## config.mk

```make
export PLATFORM = sky130hd
export DESIGN_NAME = bram_fifo_ctrl
export DESIGN_NICKNAME = d
export VERILOG_FILES = /design/src/rtl/bram_fifo_pkg.sv /design/src/rtl/bram_ptr.sv /design/src/rtl/bram_fifo_ctrl.sv
export SDC_FILE = /design/constraint.sdc
export NUM_CORES = 1
export LEC_CHECK = 0
export CORE_ASPECT_RATIO = 0.5
export CORE_MARGIN = 2
export CORE_UTILIZATION = 29
export CTS_CLUSTER_DIAMETER = 30
export DETAILED_ROUTE_END_ITERATION = 16
export GPL_ROUTABILITY_DRIVEN = 0
export PLACE_DENSITY_LB_ADDON = 0.2
export RECOVER_POWER = 100
export SLEW_MARGIN = 20
export SYNTH_ARGS = -nofsm -noshare
export SYNTH_HDL_FRONTEND = slang
export SYNTH_SLANG_ARGS = --single-unit
```

## constraint.sdc

```tcl
create_clock -name clk -period 2.7 [get_ports clk]
set_input_delay 0.405 -clock clk [delete_from_list [all_inputs] [get_ports clk]]
set_output_delay 0.405 -clock clk [all_outputs]
set_load 0.01 [all_outputs]
```

## src/rtl/bram_fifo_pkg.sv

```systemverilog
// Shared constants and types for the BRAM-backed FIFO controller.
// Optional error flags are enabled with the BRAM_FIFO_ERR_EN macro.
package bram_fifo_pkg;

    localparam int unsigned DEF_DATAWIDTH = 8;
    localparam int unsigned DEF_ADDRWIDTH = 4;
    localparam int unsigned DEPTH         = 2 ** DEF_ADDRWIDTH;

    // Address bits plus one wrap bit
    typedef logic [DEF_ADDRWIDTH:0] ptr_t;
    // Occupancy 0..DEPTH
    typedef logic [DEF_ADDRWIDTH:0] count_t;

endpackage

```

## src/rtl/bram_ptr.sv

```systemverilog
// FIFO pointer: ADDRWIDTH address bits plus a wrap bit, +1 when inc is high.
// The carry out of the address field lands in the wrap bit.
module bram_ptr
    import bram_fifo_pkg::*;
#(
    parameter int unsigned ADDRWIDTH = DEF_ADDRWIDTH
) (
    input  logic                 clk,
    input  logic                 rst_n,
    input  logic                 inc,
    output logic [ADDRWIDTH:0]   ptr
);

    logic [ADDRWIDTH:0] ptr_q, ptr_d;

    always_comb begin
        ptr_d = ptr_q;
        if (inc) begin
            ptr_d = ptr_q + 1'b1;
        end
    end

    always_ff @(posedge clk or negedge rst_n) begin
        if (!rst_n) begin
            ptr_q <= '0;
        end else begin
            ptr_q <= ptr_d;
        end
    end

    assign ptr = ptr_q;

endmodule

```

## src/rtl/bram_fifo_ctrl.sv

```systemverilog
// Synchronous FIFO controller driving a simple dual-port BRAM (1-cycle read latency).
// Define BRAM_FIFO_ERR_EN to add sticky overflow/underflow outputs.
module bram_fifo_ctrl
    import bram_fifo_pkg::*;
#(
    parameter int unsigned DATAWIDTH = DEF_DATAWIDTH,
    parameter int unsigned ADDRWIDTH = DEF_ADDRWIDTH
) (
    input  logic                  clk,
    input  logic                  rst_n,
    input  logic                  wr_en,
    input  logic [DATAWIDTH-1:0]  wr_data,
    input  logic                  rd_en,
    output logic                  full,
    output logic                  empty,
    output logic [ADDRWIDTH:0]    count,
    output logic                  bram_we,
    output logic [ADDRWIDTH-1:0]  bram_waddr,
    output logic [DATAWIDTH-1:0]  bram_wdata,
    output logic                  bram_re,
    output logic [ADDRWIDTH-1:0]  bram_raddr,
    input  logic [DATAWIDTH-1:0]  bram_rdata,
    output logic [DATAWIDTH-1:0]  rd_data,
`ifdef BRAM_FIFO_ERR_EN
    output logic                  overflow,
    output logic                  underflow,
`endif
    output logic                  rd_valid
);

    logic [ADDRWIDTH:0] wr_ptr, rd_ptr;
    logic [ADDRWIDTH:0] count_q, count_d;
    logic               rd_valid_q;
    logic               wr_acc, rd_acc;

    bram_ptr #(
        .ADDRWIDTH (ADDRWIDTH)
    ) u_wr_ptr (
        .clk   (clk),
        .rst_n (rst_n),
        .inc   (wr_acc),
        .ptr   (wr_ptr)
    );

    bram_ptr #(
        .ADDRWIDTH (ADDRWIDTH)
    ) u_rd_ptr (
        .clk   (clk),
        .rst_n (rst_n),
        .inc   (rd_acc),
        .ptr   (rd_ptr)
    );

    // Flags depend only on registered pointers, never on the request inputs
    always_comb begin
        empty = (wr_ptr == rd_ptr);
        full  = (wr_ptr[ADDRWIDTH-1:0] == rd_ptr[ADDRWIDTH-1:0]) &&
                (wr_ptr[ADDRWIDTH] != rd_ptr[ADDRWIDTH]);
    end

    always_comb begin
        wr_acc     = wr_en & ~full;
        rd_acc     = rd_en & ~empty;
        bram_we    = wr_acc;
        bram_waddr = wr_ptr[ADDRWIDTH-1:0];
        bram_wdata = wr_data;
        bram_re    = rd_acc;
        bram_raddr = rd_ptr[ADDRWIDTH-1:0];
        rd_data    = bram_rdata;
        rd_valid   = rd_valid_q;
        count      = count_q;
    end

    always_comb begin
        count_d = count_q;
        case ({wr_acc, rd_acc})
            2'b10:   count_d = count_q + 1'b1;
            2'b01:   count_d = count_q - 1'b1;
            default: count_d = count_q;
        endcase
    end

    always_ff @(posedge clk or negedge rst_n) begin
        if (!rst_n) begin
            count_q    <= '0;
            rd_valid_q <= 1'b0;
        end else begin
            count_q    <= count_d;
            rd_valid_q <= rd_acc;
        end
    end

`ifdef BRAM_FIFO_ERR_EN
    logic overflow_q, underflow_q;

    always_ff @(posedge clk or negedge rst_n) begin
        if (!rst_n) begin
            overflow_q  <= 1'b0;
            underflow_q <= 1'b0;
        end else begin
            overflow_q  <= overflow_q | (wr_en & full);
            underflow_q <= underflow_q | (rd_en & empty);
        end
    end

    assign overflow  = overflow_q;
    assign underflow = underflow_q;
`endif

endmodule
```

# ---- Word-level counts from Yosys, hierarchy flattened
# Index checks and enable logic that the tools add are counted.
dict set report word_totals {
  inputBits 20
  wordCells 20
  ff_bits 16
  output_inout_bits 34
}
dict set report op_classes {
  n_addsub 4
  n_reduce_logical 2
  bitwise 4
  n_eq_ne 5
  mux 1
}
# cell n
set op_table {}
lappend op_table {{$add 5x1->5 const B} 3}
lappend op_table {{$pmux 5 s2} 1}
lappend op_table {{$eq 5x5->1} 1}
lappend op_table {{$sub 5x1->5 const B} 1}
lappend op_table {{$eq 4x4->1} 1}
lappend op_table {{$and 1x1->1} 2}
lappend op_table {{$eq 2x1->1 const B} 1}
lappend op_table {{$eq 2x2->1 const B} 1}
lappend op_table {{$not 1->1} 2}
lappend op_table {{$reduce_bool 2->1} 1}
lappend op_table {{$logic_and 1x1->1} 1}
lappend op_table {{$ne 1x1->1} 1}

# ---- Longest topological paths before layout
dict set report depth {
  ltp_word 6
  ltp_mapped 10
  depth_no_buf 10
}

# ---- Modules after synthesis
# A second synthesis with hierarchy kept.
dict set report hier_totals {
  cells_unflattened 94
  area_unflattened_um2 1003.5
}
# mod area_each_um2 cells_per_inst n_inst
set by_module_without_submodules {}
lappend by_module_without_submodules {bram_fifo_ctrl 603.1 66 1}
lappend by_module_without_submodules {bram_ptr 200.2 14 2}

# ---- Worst setup path before layout
# OpenSTA, ideal clock, no wires.
dict set report synth_path {
  kind {reg2reg}
  from {register u_wr_ptr.ptr_q[0], in the netlist u_wr_ptr.ptr[0]}
  to {register count_q[4], in the netlist count[4]}
  slack_ps 185
  path_buffers 0
  period_less_slack_ps 2515
  arrival_ps 2411
  required_time_ps 2596
  stages_incl_launch_ff 10
  cell_sequence {dfrtp_1 xnor2_2 nand4_4 o21ai_2 inv_1 ha_1 fa_1 a21oi_1 o21ai_0 o311ai_1}
}
dict set report synth_between {
  elab_cells_between_ends 11
  classes_between {eq/ne (4); mux (1); bitwise (4); reduce/logical (2)}
}
# element line_no
set synth_lines {}
lappend synth_lines {{start: declaration} bram_ptr.sv:14} ;# logic [ADDRWIDTH:0] ptr_q, ptr_d;
lappend synth_lines {{start signal: assignment} bram_ptr.sv:27} ;# ptr_q <= ptr_d;
lappend synth_lines {{$eq 5x5->1 (*)} bram_fifo_ctrl.sv:56} ;# empty = (wr_ptr == rd_ptr);
lappend synth_lines {{$not 1->1 (*)} bram_fifo_ctrl.sv:63} ;# rd_acc = rd_en & ~empty;
lappend synth_lines {{$and 1x1->1 (*)} bram_fifo_ctrl.sv:63}
lappend synth_lines {{net bram_re} bram_fifo_ctrl.sv:20} ;# output logic bram_re,
lappend synth_lines {{$eq 2x1->1 / $eq 2x2->1 (equally long branches)} bram_fifo_ctrl.sv:76} ;# case ({wr_acc, rd_acc})
lappend synth_lines {{$pmux 5 s2 / $reduce_bool 2->1 (equally long branches)} -}
lappend synth_lines {{end signal: assignment} bram_fifo_ctrl.sv:88} ;# count_q <= count_d;
lappend synth_lines {{end: declaration} bram_fifo_ctrl.sv:32} ;# logic [ADDRWIDTH:0] count_q, count_d;
# Mark *: on every way through the listed nets, which the timed path passes. The rest lies on a longest branch.
# A chain may end at the register's enable or synchronous reset.

# ---- Worst setup path after layout
dict set report layout_path {
  from {register u_wr_ptr.ptr_q[1], in the netlist u_wr_ptr.ptr[1]}
  to {output bram_we}
}
dict set report layout_between {
  elab_chain_cells 4
}
# element line_no
set layout_rtl {}
lappend layout_rtl {{$eq 4x4->1} bram_fifo_ctrl.sv:57} ;# full = (wr_ptr[ADDRWIDTH-1:0] == rd_ptr[ADDRWIDTH-1:0]) &&
lappend layout_rtl {{$logic_and 1x1->1} bram_fifo_ctrl.sv:57}
lappend layout_rtl {{$not 1->1} bram_fifo_ctrl.sv:62} ;# wr_acc = wr_en & ~full;
lappend layout_rtl {{$and 1x1->1} bram_fifo_ctrl.sv:62}
lappend layout_rtl {{end: declaration} bram_fifo_ctrl.sv:17} ;# output logic bram_we,
# Every way passes these cells.

==> metrics.csv <==
metric,value,unit
min cycle time layout,2.49,ns
Multi-input gate area,548,um2
Rows,16,
"Hold Violations, Final",0,
All-Layer GR Usage,0.0937,
net switching power,0.000697,W
layout cells sized above 1,0.183,
clk slew on worst S/H paths,0.06,ns
"flops & latches, synth",16,
initial DRC count,18,
power per cell area,1300,mW/mm2
Comb pwr share,0.596,
Crit Path Category,reg2out,
status,completed,
sequential cell area,400,um2
leakage,0.554,nW
post-DP HPWL,1460,um
# nets final,138,
largest net degree at the start of global routing,17,
"Arr. time, crit path",2.09,ns
"most common cell after layout, fill and taps aside",dlygate4sd3_1,
synthesized area,0.00115,mm2
routed vias,678,
Ports,54,
Routed Antenna Nets,0,
Setup Buffers After CTS,0,
Critical Path End Type,output pin,
Slew headroom,0.491,
Chip Height,48.6,um
Worst Max-Slew Pin Slew,0.760,ns
Setup TNS,0,ns
Fin Clk Skew,0.00197,ns
final setup fails,0,
clock sink total,16,
"Seq/Total Area, Yosys",0.347,
PortBufs,21,
Synth cell types,30,
Tcrit/Tclk final,0.923,
syn_area_per_cell,11.1,um2
"Req. time, crit path",2.30,ns
most frequent cells in the layout,"17 x dlygate4sd3_1, 16 x dfrtp_1, 11 x xnor2_1",
Filler Cell Count,399,
hold buffer count at CTS,0,
CP startpoint kind,register,
Worst IR Drop VDD,407,uV
Core Region,0.00386,mm2
Tightest Hold Check Type,reg2reg,
Initial Utilization,0.298,
Total Power,0.00172,W
Overflow after GRT,0,
"Clk Latency, worst-skew pair",0.25,ns
initial antenna violation count,0,
Mapped Cells,104,
MaxCap Viol Count,0,
buffer levels on the longest clock path,2,
DRT Pass-1 Iters,4,
Die ar.,0.00452,mm2
area delta synth->final,14.9,%
WL/cell,11.7,um
Int Pwr,0.00102,W
clock buffer count from CTS,3,
RSZ-0062 raised after global routing,false,
share of power burned in registers,0.300,
DRC viols,0,
Post-Syn Nets,131,
Total Routed Length,1900,um
Die X,93.1,um
ANT cells,0,
Pins Over Slew Limit,0,
post-CTS sizing,0,
via/cell ratio,4.16,
vias in the first global route,702,
first-pass GRT wire length,3310,um
clk root buf,clkbuf_8,
TritonCTS clock tree,built,
achievable frequency,401,MHz
CP max FO,9,
Net Sw Frac,0.405,
H-tree level count,1,
"Warnings, synthesis",0,
clock power share,0.104,
[logic make-up after synthesis]
logic type,share of synthesized area
buffers and inverters,0.173
adder cells (fa/ha/maj),0.0825
AND/OR/NAND/NOR,0.0912
AO/OA/AOI/OAI,0.102
XOR/XNOR,0.168
multiplexers,0.0358
flip-flops,0.347
[cells in the mapped netlist (all sizes together)]
cell type | number | area share
clkbuf | 1 | 0.0033
dfrtp | 16 | 0.35
o311ai | 1 | 0.0076
o21ai | 6 | 0.039
mux2 | 3 | 0.036
nor3b | 1 | 0.0065
nand4 | 1 | 0.018
or3 | 1 | 0.0054
o2111ai | 1 | 0.0076
nor2 | 2 | 0.0065
o211ai | 5 | 0.033
nor3 | 1 | 0.0043
fa | 1 | 0.017
nand2b | 1 | 0.0054
and2 | 1 | 0.0054
xor2 | 1 | 0.014
xnor2 | 16 | 0.15
nand2 | 3 | 0.0098
buf | 24 | 0.16
ha | 6 | 0.065
and3 | 3 | 0.016
a21oi | 2 | 0.0087
nand4b | 1 | 0.0076
nor4 | 1 | 0.0054
a21o | 1 | 0.0065
inv | 4 | 0.013
[state kept, by name, indices dropped and copies added, names as in the netlist]
| name | count |
|---|---|
| count | 5 |
| rd_valid | 1 |
| u_rd_ptr.ptr | 5 |
| u_wr_ptr.ptr | 5 |
[power groups by stage]
stage / Clock (W) / Combinational, W / Sequential (W)
floorplan: 0 / 0.000754 / 0.000543
global placement: 0 / 0.00108 / 0.000535
detailed placement: 0 / 0.00109 / 0.000532
CTS: 0.000186 / 0.00109 / 0.000529
global route: 0.000196 / 0.00114 / 0.000541
finish: 0.000179 / 0.00103 / 0.000515
[per-stage QoR]
stage | area, um2 | setup slack [ns] | hold slack (ns) | std cells | utilization
after CTS | 1330 | 0.116 | 0.537 | 163 | 0.345
after detailed placement | 1290 | 0.0839 | 0.514 | 160 | 0.334
after global placement | 1290 | 0.152 | 0.514 | 160 | 0.334
final | 1320 | 0.208 | 0.531 | 163 | 0.343
after global routing | 1320 | 0.0622 | 0.569 | 163 | 0.343
after floorplan | 1150 | 0.185 | 0.109 | 104 | -
[worst max-delay path, stage by stage (launching register included)]
cell,delay (ns)
dfrtp_1,0.44
xnor2_2,0.22
nand4_4,0.12
buf_4,0.19
o21ai_4,0.14
clkbuf_1,0.20
inv_1,0.06
clkdlybuf4s50_1,0.47
[layout make-up]
type / instances / share of cell area
inverters: 4 / 0.0113
clock buffers: 3 / 0.0312
flip-flops and latches: 16 / 0.302
repair buffers: 27 / 0.190
multi-input cells: 59 / 0.414
well taps: 54 / 0.0510
[final timing paths]
| path | from | end | slack (ns) | cells past startpoint |
|---|---|---|---|---|
| min in group asynchronous | rst_n | u_wr_ptr.ptr[1] | 0.67 | 1 |
| max | u_wr_ptr.ptr[1] | bram_we | 0.21 | 7 |
| max in group asynchronous | rst_n | u_wr_ptr.ptr[0] | 1.55 | 1 |
| min reg2reg | count[2] | count[2] | 0.53 | 2 |
| max reg2reg | u_wr_ptr.ptr[1] | count[4] | 0.29 | 9 |
| min | count[2] | count[2] | 0.53 | 2 |
[per-layer routing]
layer / GRT usage / vias up / part of all wire
met5: 0 / - / 0
met3: 0.0327 / 12 / 0.062
met2: 0.147 / 12 / 0.44
met1: 0.116 / 309 / 0.48
met4: 0.0441 / 0 / 0.024
li1: - / 345 / -
Power figures use the tool's default switching activity.
